===== src/rtl/pipe_pkg.sv =====
// Shared pipeline constants: status codes, icodes, register IDs and the
// hazard controller state type, reused by every pipeline stage.
package pipe_pkg;

  localparam logic [2:0] SAOK = 3'd1;
  localparam logic [2:0] SHLT = 3'd2;
  localparam logic [2:0] SADR = 3'd3;
  localparam logic [2:0] SINS = 3'd4;

  localparam logic [3:0] IMRMOVQ = 4'h5;
  localparam logic [3:0] IJXX    = 4'h7;
  localparam logic [3:0] IRET    = 4'h9;
  localparam logic [3:0] IPOPQ   = 4'hB;
  localparam logic [3:0] RNONE   = 4'hF;

  typedef enum logic [1:0] {
    RUN      = 2'd0,
    WAIT_MEM = 2'd1,
    HALTED   = 2'd2
  } hz_state_t;

  function automatic logic is_exc(input logic [2:0] stat);
    return stat != SAOK;
  endfunction

endpackage


===== src/rtl/pipe_hazard_ctrl_sat_counter.sv =====
// Saturating up-counter used for the hazard controller performance counters.
module sat_counter #(
  parameter int CNT_W = 32
) (
  input  logic             clk,
  input  logic             rst,
  input  logic             en,
  output logic [CNT_W-1:0] count
);

  localparam logic [CNT_W-1:0] ONE = {{(CNT_W-1){1'b0}}, 1'b1};

  // Holds at all-ones instead of wrapping so long runs never read as small.
  always_ff @(posedge clk or posedge rst) begin
    if (rst)
      count <= '0;
    else if (en && (count != '1))
      count <= count + ONE;
  end

endmodule


===== src/rtl/pipe_hazard_ctrl.sv =====
// Pipeline hazard controller: load-use, ret and mispredict handling, memory
// wait stalls with timeout, exception halt and saturating perf counters.
module pipe_hazard_ctrl
  import pipe_pkg::*;
#(
  parameter int CNT_W       = 32,
  parameter int MEM_TIMEOUT = 16,
  parameter int PRED_MODE   = 0
) (
  input  logic             clk,
  input  logic             rst,
  input  logic [3:0]       D_icode,
  input  logic [3:0]       d_srcA,
  input  logic [3:0]       d_srcB,
  input  logic [3:0]       E_icode,
  input  logic [3:0]       E_dstM,
  input  logic             e_cnd,
  input  logic [3:0]       M_icode,
  input  logic [2:0]       m_stat,
  input  logic [2:0]       W_stat,
  input  logic             mem_busy,
  output logic             F_stall,
  output logic             D_stall,
  output logic             E_stall,
  output logic             M_stall,
  output logic             W_stall,
  output logic             D_bubble,
  output logic             E_bubble,
  output logic             M_bubble,
  output logic             W_bubble,
  output logic             halted,
  output logic [2:0]       halt_stat,
  output logic             mem_timeout,
  output logic [CNT_W-1:0] stall_cycles,
  output logic [CNT_W-1:0] bubble_cycles
);

  localparam int              WC_W       = (MEM_TIMEOUT > 1) ? $clog2(MEM_TIMEOUT) : 1;
  localparam logic [WC_W-1:0] WC_LAST    = WC_W'(MEM_TIMEOUT - 1);
  localparam logic [WC_W-1:0] WC_ONE     = WC_W'(1);
  localparam logic            PRED_TAKEN = (PRED_MODE == 0);

  hz_state_t       state, next_state;
  logic [WC_W-1:0] wait_cnt;
  logic            load_use, ret_pend, mispred, w_exc, m_exc;
  logic            timeout_hit, mem_hold;

  assign load_use = ((E_icode == IMRMOVQ) || (E_icode == IPOPQ)) && (E_dstM != RNONE) &&
                    ((E_dstM == d_srcA) || (E_dstM == d_srcB));
  assign ret_pend = (D_icode == IRET) || (E_icode == IRET) || (M_icode == IRET);
  assign mispred  = (E_icode == IJXX) && (e_cnd != PRED_TAKEN);
  assign w_exc    = is_exc(W_stat);
  assign m_exc    = is_exc(m_stat);

  assign timeout_hit = (state == WAIT_MEM) && mem_busy && (wait_cnt == WC_LAST);
  // Once mem_busy drops the load data is ready, so that cycle uses RUN controls.
  assign mem_hold    = ((state == RUN) && mem_busy && !w_exc) ||
                       ((state == WAIT_MEM) && mem_busy);

  always_ff @(posedge clk or posedge rst) begin
    if (rst) begin
      state     <= RUN;
      wait_cnt  <= '0;
      halt_stat <= SAOK;
    end else begin
      state <= next_state;
      if (state == WAIT_MEM)
        wait_cnt <= wait_cnt + WC_ONE;
      else
        wait_cnt <= '0;
      if ((state == RUN) && w_exc)
        halt_stat <= W_stat;
      else if (timeout_hit)
        halt_stat <= SADR;
    end
  end

  always_comb begin
    next_state = state;
    case (state)
      RUN: begin
        if (w_exc)
          next_state = HALTED;
        else if (mem_busy)
          next_state = WAIT_MEM;
      end
      WAIT_MEM: begin
        if (timeout_hit)
          next_state = HALTED;
        else if (!mem_busy)
          next_state = RUN;
      end
      HALTED:  next_state = HALTED;
      default: next_state = RUN;
    endcase
  end

  always_comb begin
    F_stall  = 1'b0;
    D_stall  = 1'b0;
    E_stall  = 1'b0;
    M_stall  = 1'b0;
    W_stall  = 1'b0;
    D_bubble = 1'b0;
    E_bubble = 1'b0;
    M_bubble = 1'b0;
    W_bubble = 1'b0;
    if (!rst) begin
      if (state == HALTED) begin
        F_stall = 1'b1;
        D_stall = 1'b1;
        E_stall = 1'b1;
        M_stall = 1'b1;
        W_stall = 1'b1;
      end else if (mem_hold) begin
        F_stall  = 1'b1;
        D_stall  = 1'b1;
        E_stall  = 1'b1;
        M_stall  = 1'b1;
        W_bubble = 1'b1;
      end else begin
        F_stall  = load_use | ret_pend;
        D_stall  = load_use;
        D_bubble = mispred | (ret_pend & ~load_use);
        E_bubble = mispred | load_use;
        M_bubble = m_exc | w_exc;
        W_stall  = w_exc;
      end
    end
  end

  assign halted      = (state == HALTED);
  assign mem_timeout = timeout_hit;

  sat_counter #(.CNT_W(CNT_W)) u_stall_cnt (
    .clk   (clk),
    .rst   (rst),
    .en    (F_stall && (state != HALTED)),
    .count (stall_cycles)
  );

  sat_counter #(.CNT_W(CNT_W)) u_bubble_cnt (
    .clk   (clk),
    .rst   (rst),
    .en    (D_bubble | E_bubble | M_bubble | W_bubble),
    .count (bubble_cycles)
  );

endmodule

===== config.mk =====
export PLATFORM = sky130hd
export DESIGN_NAME = pipe_hazard_ctrl
export DESIGN_NICKNAME = d
export VERILOG_FILES = /design/src/rtl/pipe_pkg.sv /design/src/rtl/pipe_hazard_ctrl_sat_counter.sv /design/src/rtl/pipe_hazard_ctrl.sv
export SDC_FILE = /design/constraint.sdc
export NUM_CORES = 1
export LEC_CHECK = 0
export BUFFER_PORTS_ARGS = -buffer_cell sky130_fd_sc_hd__buf_2
export CAP_MARGIN = 20
export CORE_ASPECT_RATIO = 1.4
export CORE_MARGIN = 2
export CORE_UTILIZATION = 58
export CTS_BUF_LIST = sky130_fd_sc_hd__clkbuf_8
export DETAILED_ROUTE_END_ITERATION = 12
export GPL_TIMING_DRIVEN = 0
export PLACE_DENSITY = 0.88
export SLEW_MARGIN = 40
export SYNTH_ARGS = -nofsm -noshare
export SYNTH_HDL_FRONTEND = slang
export SYNTH_HIERARCHICAL = 1
export SYNTH_SLANG_ARGS = --single-unit

===== constraint.sdc =====
create_clock -name clk -period 8.7 [get_ports clk]
set_clock_uncertainty 0.2 [all_clocks]
set_input_delay 2.61 -clock clk [delete_from_list [all_inputs] [get_ports clk]]
set_output_delay 2.61 -clock clk [all_outputs]
set_load 0.03 [all_outputs]

==> results.py <==
metrics = {
    "run_status": {
        "outcome": "completed",
    },
    "cells_and_area": {
        "layout.filler_cells": 477,
        "mostFrequentLayoutCells": "111 x sky130_fd_sc_hd__buf_2, 72 x sky130_fd_sc_hd__dfrtp_1, 53 x sky130_fd_sc_hd__xnor2_1, 47 x sky130_fd_sc_hd__nand3_1, 23 x sky130_fd_sc_hd__nor2_1",
        "most_common_library_cell_in_the_layout_ignoring_fill_and_taps": "sky130_fd_sc_hd__buf_2",
        "layout.nets": 529,
        "areaGrowthSynthToFinish_pct": 22.5,
        "drive_above_1_share": 0.306,
        "antenna_cells_inserted": 0,
    },
    "detailed_routing": {
        "drt_wl_total_um": 8690,
        "drtIter0Drc": 214,
        "route.vias.total": 3323,
        "drc_errors": 0,
        "wl_per_cell_um": 15.2,
        "detail_route.vias_per_cell": 5.82,
        "ant_nets": 0,
        "drtPass1Iterations": 4,
    },
    "synth": {
        "yosys_warnings": 6,
        "synth.cell_area_mm2": 0.00386,
        "syn-instance-count": 370,
        "post-synth-top-area-cell": "sky130_fd_sc_hd__dfrtp_1",
        "yosys-top-cells-area": "sky130_fd_sc_hd__dfrtp_1 47%, sky130_fd_sc_hd__xnor2_1 12%, sky130_fd_sc_hd__nand3_1 6.1%",
        "synth.ff_latch_count": 73,
        "synth-async-reset-ratio": 1.00,
        "syn-mean-instance-area_um2": 10.4,
        "top_flip_flop_cell_by_instance_count_after_synthesis": "sky130_fd_sc_hd__dfrtp_1",
        "synth_top_cell_area_share": 0.466,
        "yosys.cell_types.count": 45,
        "synth.net_count": 407,
        "ys_seq_area_frac": 0.473,
        "synth_edf_count": 0,
    },
    "floorplanning": {
        "die_area_mm2": 0.00734,
        "core-area_mm2": 0.00653,
        "starting_density_of_the_core": 0.592,
        "die_width_um": 73.0,
        "floorplan.rows": 35,
        "floorplan_die_height_um": 101,
        "floorplan.io_pins": 112,
    },
    "power": {
        "leakage_nw": 2.34,
        "fin_total_pwr_mw": 0.662,
        "power-per-cell-area_mw_per_mm2": 140,
        "ir_worst_vdd_mv": 0.116,
    },
    "worst_setup_path": {
        "path_buf_inv": 3,
        "critPathTopFamily": "simple AND/OR/NAND/NOR gates",
        "criticalPathCategory": "input pin to primary output",
        "worst_path_maximum_fanout": 5,
        "path_cells": "buf_2 -> or3b_4 -> a21o_1 -> and2_4 -> nor2_1 -> buf_4 -> buf_2",
        "critical_path.most_common_cell": "sky130_fd_sc_hd__buf_2",
        "timing.critical_path.from_type": "input pin",
        "crit_required_ns": 5.89,
        "critPathCaptureType": "primary output",
        "critical-path-max-stage-delay_ns": 0.41,
        "crit_path_top_delay_cell": "sky130_fd_sc_hd__or3b_4",
        "arrival_ns": 4.02,
    },
    "timing": {
        "max_freq_mhz": 146,
        "timing.slew.headroom": 0.536,
        "rsz_0062_raised_after_global_routing": "no",
        "setup-violations-final": 0,
        "layout_worst_path_cycle_share": 0.785,
        "finalSetupTns_ns": 0,
        "final_setup_slack_of_the_worst_path_ns": 1.87,
        "final.min_clock_period_ns": 6.83,
        "timing_max_transition_violations_final": 0,
        "final-hold-violation-count": 0,
        "transition_at_the_pin_with_the_smallest_max_transition_slack_ns": 0.694,
    },
    "placed_design": {
        "buffer_ports.inserted": 111,
        "routability_driven_placement_congestion_ratio": 0.855,
        "pre_cts_slack_ns": 1.90,
        "place_hpwl_um": 6380,
    },
    "global_route": {
        "grt_first_pass_wirelength_um": 14200,
        "grtUsageTotal": 0.241,
        "first_global_vias": 3225,
        "grt-ovfl-total": 0,
        "grt_max_degree": 33,
        "grt_antenna_before_repair": 0,
    },
    "clock_tree": {
        "cts_max_level": 3,
        "clkSlewWorstSetupHoldPaths_ns": 0.07,
        "tritoncts_num_sinks": 73,
        "tritoncts.num_buffers": 9,
        "post-cts-setup-buffers": 0,
        "clock_latency_on_the_worst_skew_pair_ns": 0.34,
        "ctsLongestPathBuffers": 2,
        "cts_hold_repair.buffers": 0,
        "cts_tree": "yes",
        "ctsResizeCount": 0,
        "clk_root_buffer_cell": "sky130_fd_sc_hd__clkbuf_8",
    },
    "flow_run": {
        "max_cap_violations": 0,
    },
    "hold_path": {
        "min_path_type": "flop to flop",
    },
}
==> final cells by class <==
type / instances / area [µm²] / area share
multi-input combinational: 276 / 1950 / 0.412
sequential: 73 / 1830 / 0.386
timing repair buffer: 111 / 556 / 0.117
clock buffer: 10 / 138 / 0.0291
tap: 74 / 92.6 / 0.0196
clock inverter: 6 / 82.6 / 0.0174
inverter: 12 / 45.0 / 0.00952
buffer: 9 / 40.0 / 0.00846
==> cells in the mapped netlist, types with 3 or more instances <==
library cell,count
sky130_fd_sc_hd__ha_1,3
sky130_fd_sc_hd__nor2_1,23
sky130_fd_sc_hd__nor4bb_1,3
sky130_fd_sc_hd__nand3_1,47
sky130_fd_sc_hd__a41oi_1,5
sky130_fd_sc_hd__a31oi_1,7
sky130_fd_sc_hd__a21oi_1,11
sky130_fd_sc_hd__clkbuf_1,6
sky130_fd_sc_hd__inv_1,12
sky130_fd_sc_hd__xor2_1,13
sky130_fd_sc_hd__nand2b_1,3
sky130_fd_sc_hd__nand4_1,22
sky130_fd_sc_hd__xnor2_1,53
sky130_fd_sc_hd__nor3_1,7
sky130_fd_sc_hd__nand2_1,18
sky130_fd_sc_hd__and3_1,20
sky130_fd_sc_hd__nor4_1,3
sky130_fd_sc_hd__dfrtp_1,72
sky130_fd_sc_hd__and4_1,3
==> report_power, final <==
part	leakage (nW)	internal (mW)	switching (mW)
clock	0.117	0.168	0.124
combinational	1.21	0.0108	0.0194
sequential	1.01	0.340	0.000165
total	2.34	0.518	0.144
==> path summary, 6_finish.rpt <==
path	from	endpoint	slack (ns)	cells past startpoint
worst max-delay path	W_stat[1]	M_stall	1.87	7
worst min-delay path	wait_cnt[0]	wait_cnt[0]	0.27	1
worst max register to register	state[0]	u_stall_cnt/count[31]	5.37	11
worst min register to register	wait_cnt[0]	wait_cnt[0]	0.27	1
max in group asynchronous	rst	u_stall_cnt/count[26]	5.61	2
min in group asynchronous	rst	wait_cnt[3]	2.15	2
==> sequential cells by signal, summed over array words and instances, names as in the netlist <==
name and cells:
halt_stat 3, wait_cnt 4, state 2, u_bubble_cnt/count 32, u_stall_cnt/count 32
==> logic make-up (layout without fill, tap and decap cells) <==
family                   after synthesis  count (layout)  share of synthesized area
XOR/XNOR                              66              66                      0.150
adder cells (fa/ha/maj)                3               3                    0.00971
buffers and inverters                 21             148                     0.0220
AND/OR/NAND/NOR                      167             167                      0.251
AO/OA/AOI/OAI                         36              36                     0.0838
flip-flops                            73              73                      0.473
multiplexers                           4               4                     0.0110
==> through the flow <==
stage               hold slack, ns  utilization  cells  area (µm²)
floorplan                    0.233            -    370        3860
global placement             0.251        0.692    555        4510
detailed placement           0.262        0.692    555        4510
CTS                          0.273        0.725    571        4730
global route                 0.295        0.725    571        4730
finish                       0.266        0.725    571        4730
==> worst reg2reg max path, cell delays in order, from the launching register on <==
cell and delay [ns]:
sky130_fd_sc_hd__dfrtp_1 0.32, sky130_fd_sc_hd__clkbuf_1 0.29, sky130_fd_sc_hd__inv_1 0.18, sky130_fd_sc_hd__a21o_1 0.22, sky130_fd_sc_hd__and2_4 0.18, sky130_fd_sc_hd__a31oi_1 0.14, sky130_fd_sc_hd__clkbuf_2 0.21, sky130_fd_sc_hd__nand3_1 0.12
sky130_fd_sc_hd__or4_4 0.44, sky130_fd_sc_hd__a311oi_4 0.55, sky130_fd_sc_hd__nand4_1 0.19, sky130_fd_sc_hd__xnor2_1 0.17
==> layer usage <==
metal  track usage  share of wire
met5             0              0
met4        0.0969          0.016
met3        0.0530          0.048
met2         0.411           0.51
met1         0.292           0.42
(Power assumes the default switching activity.)
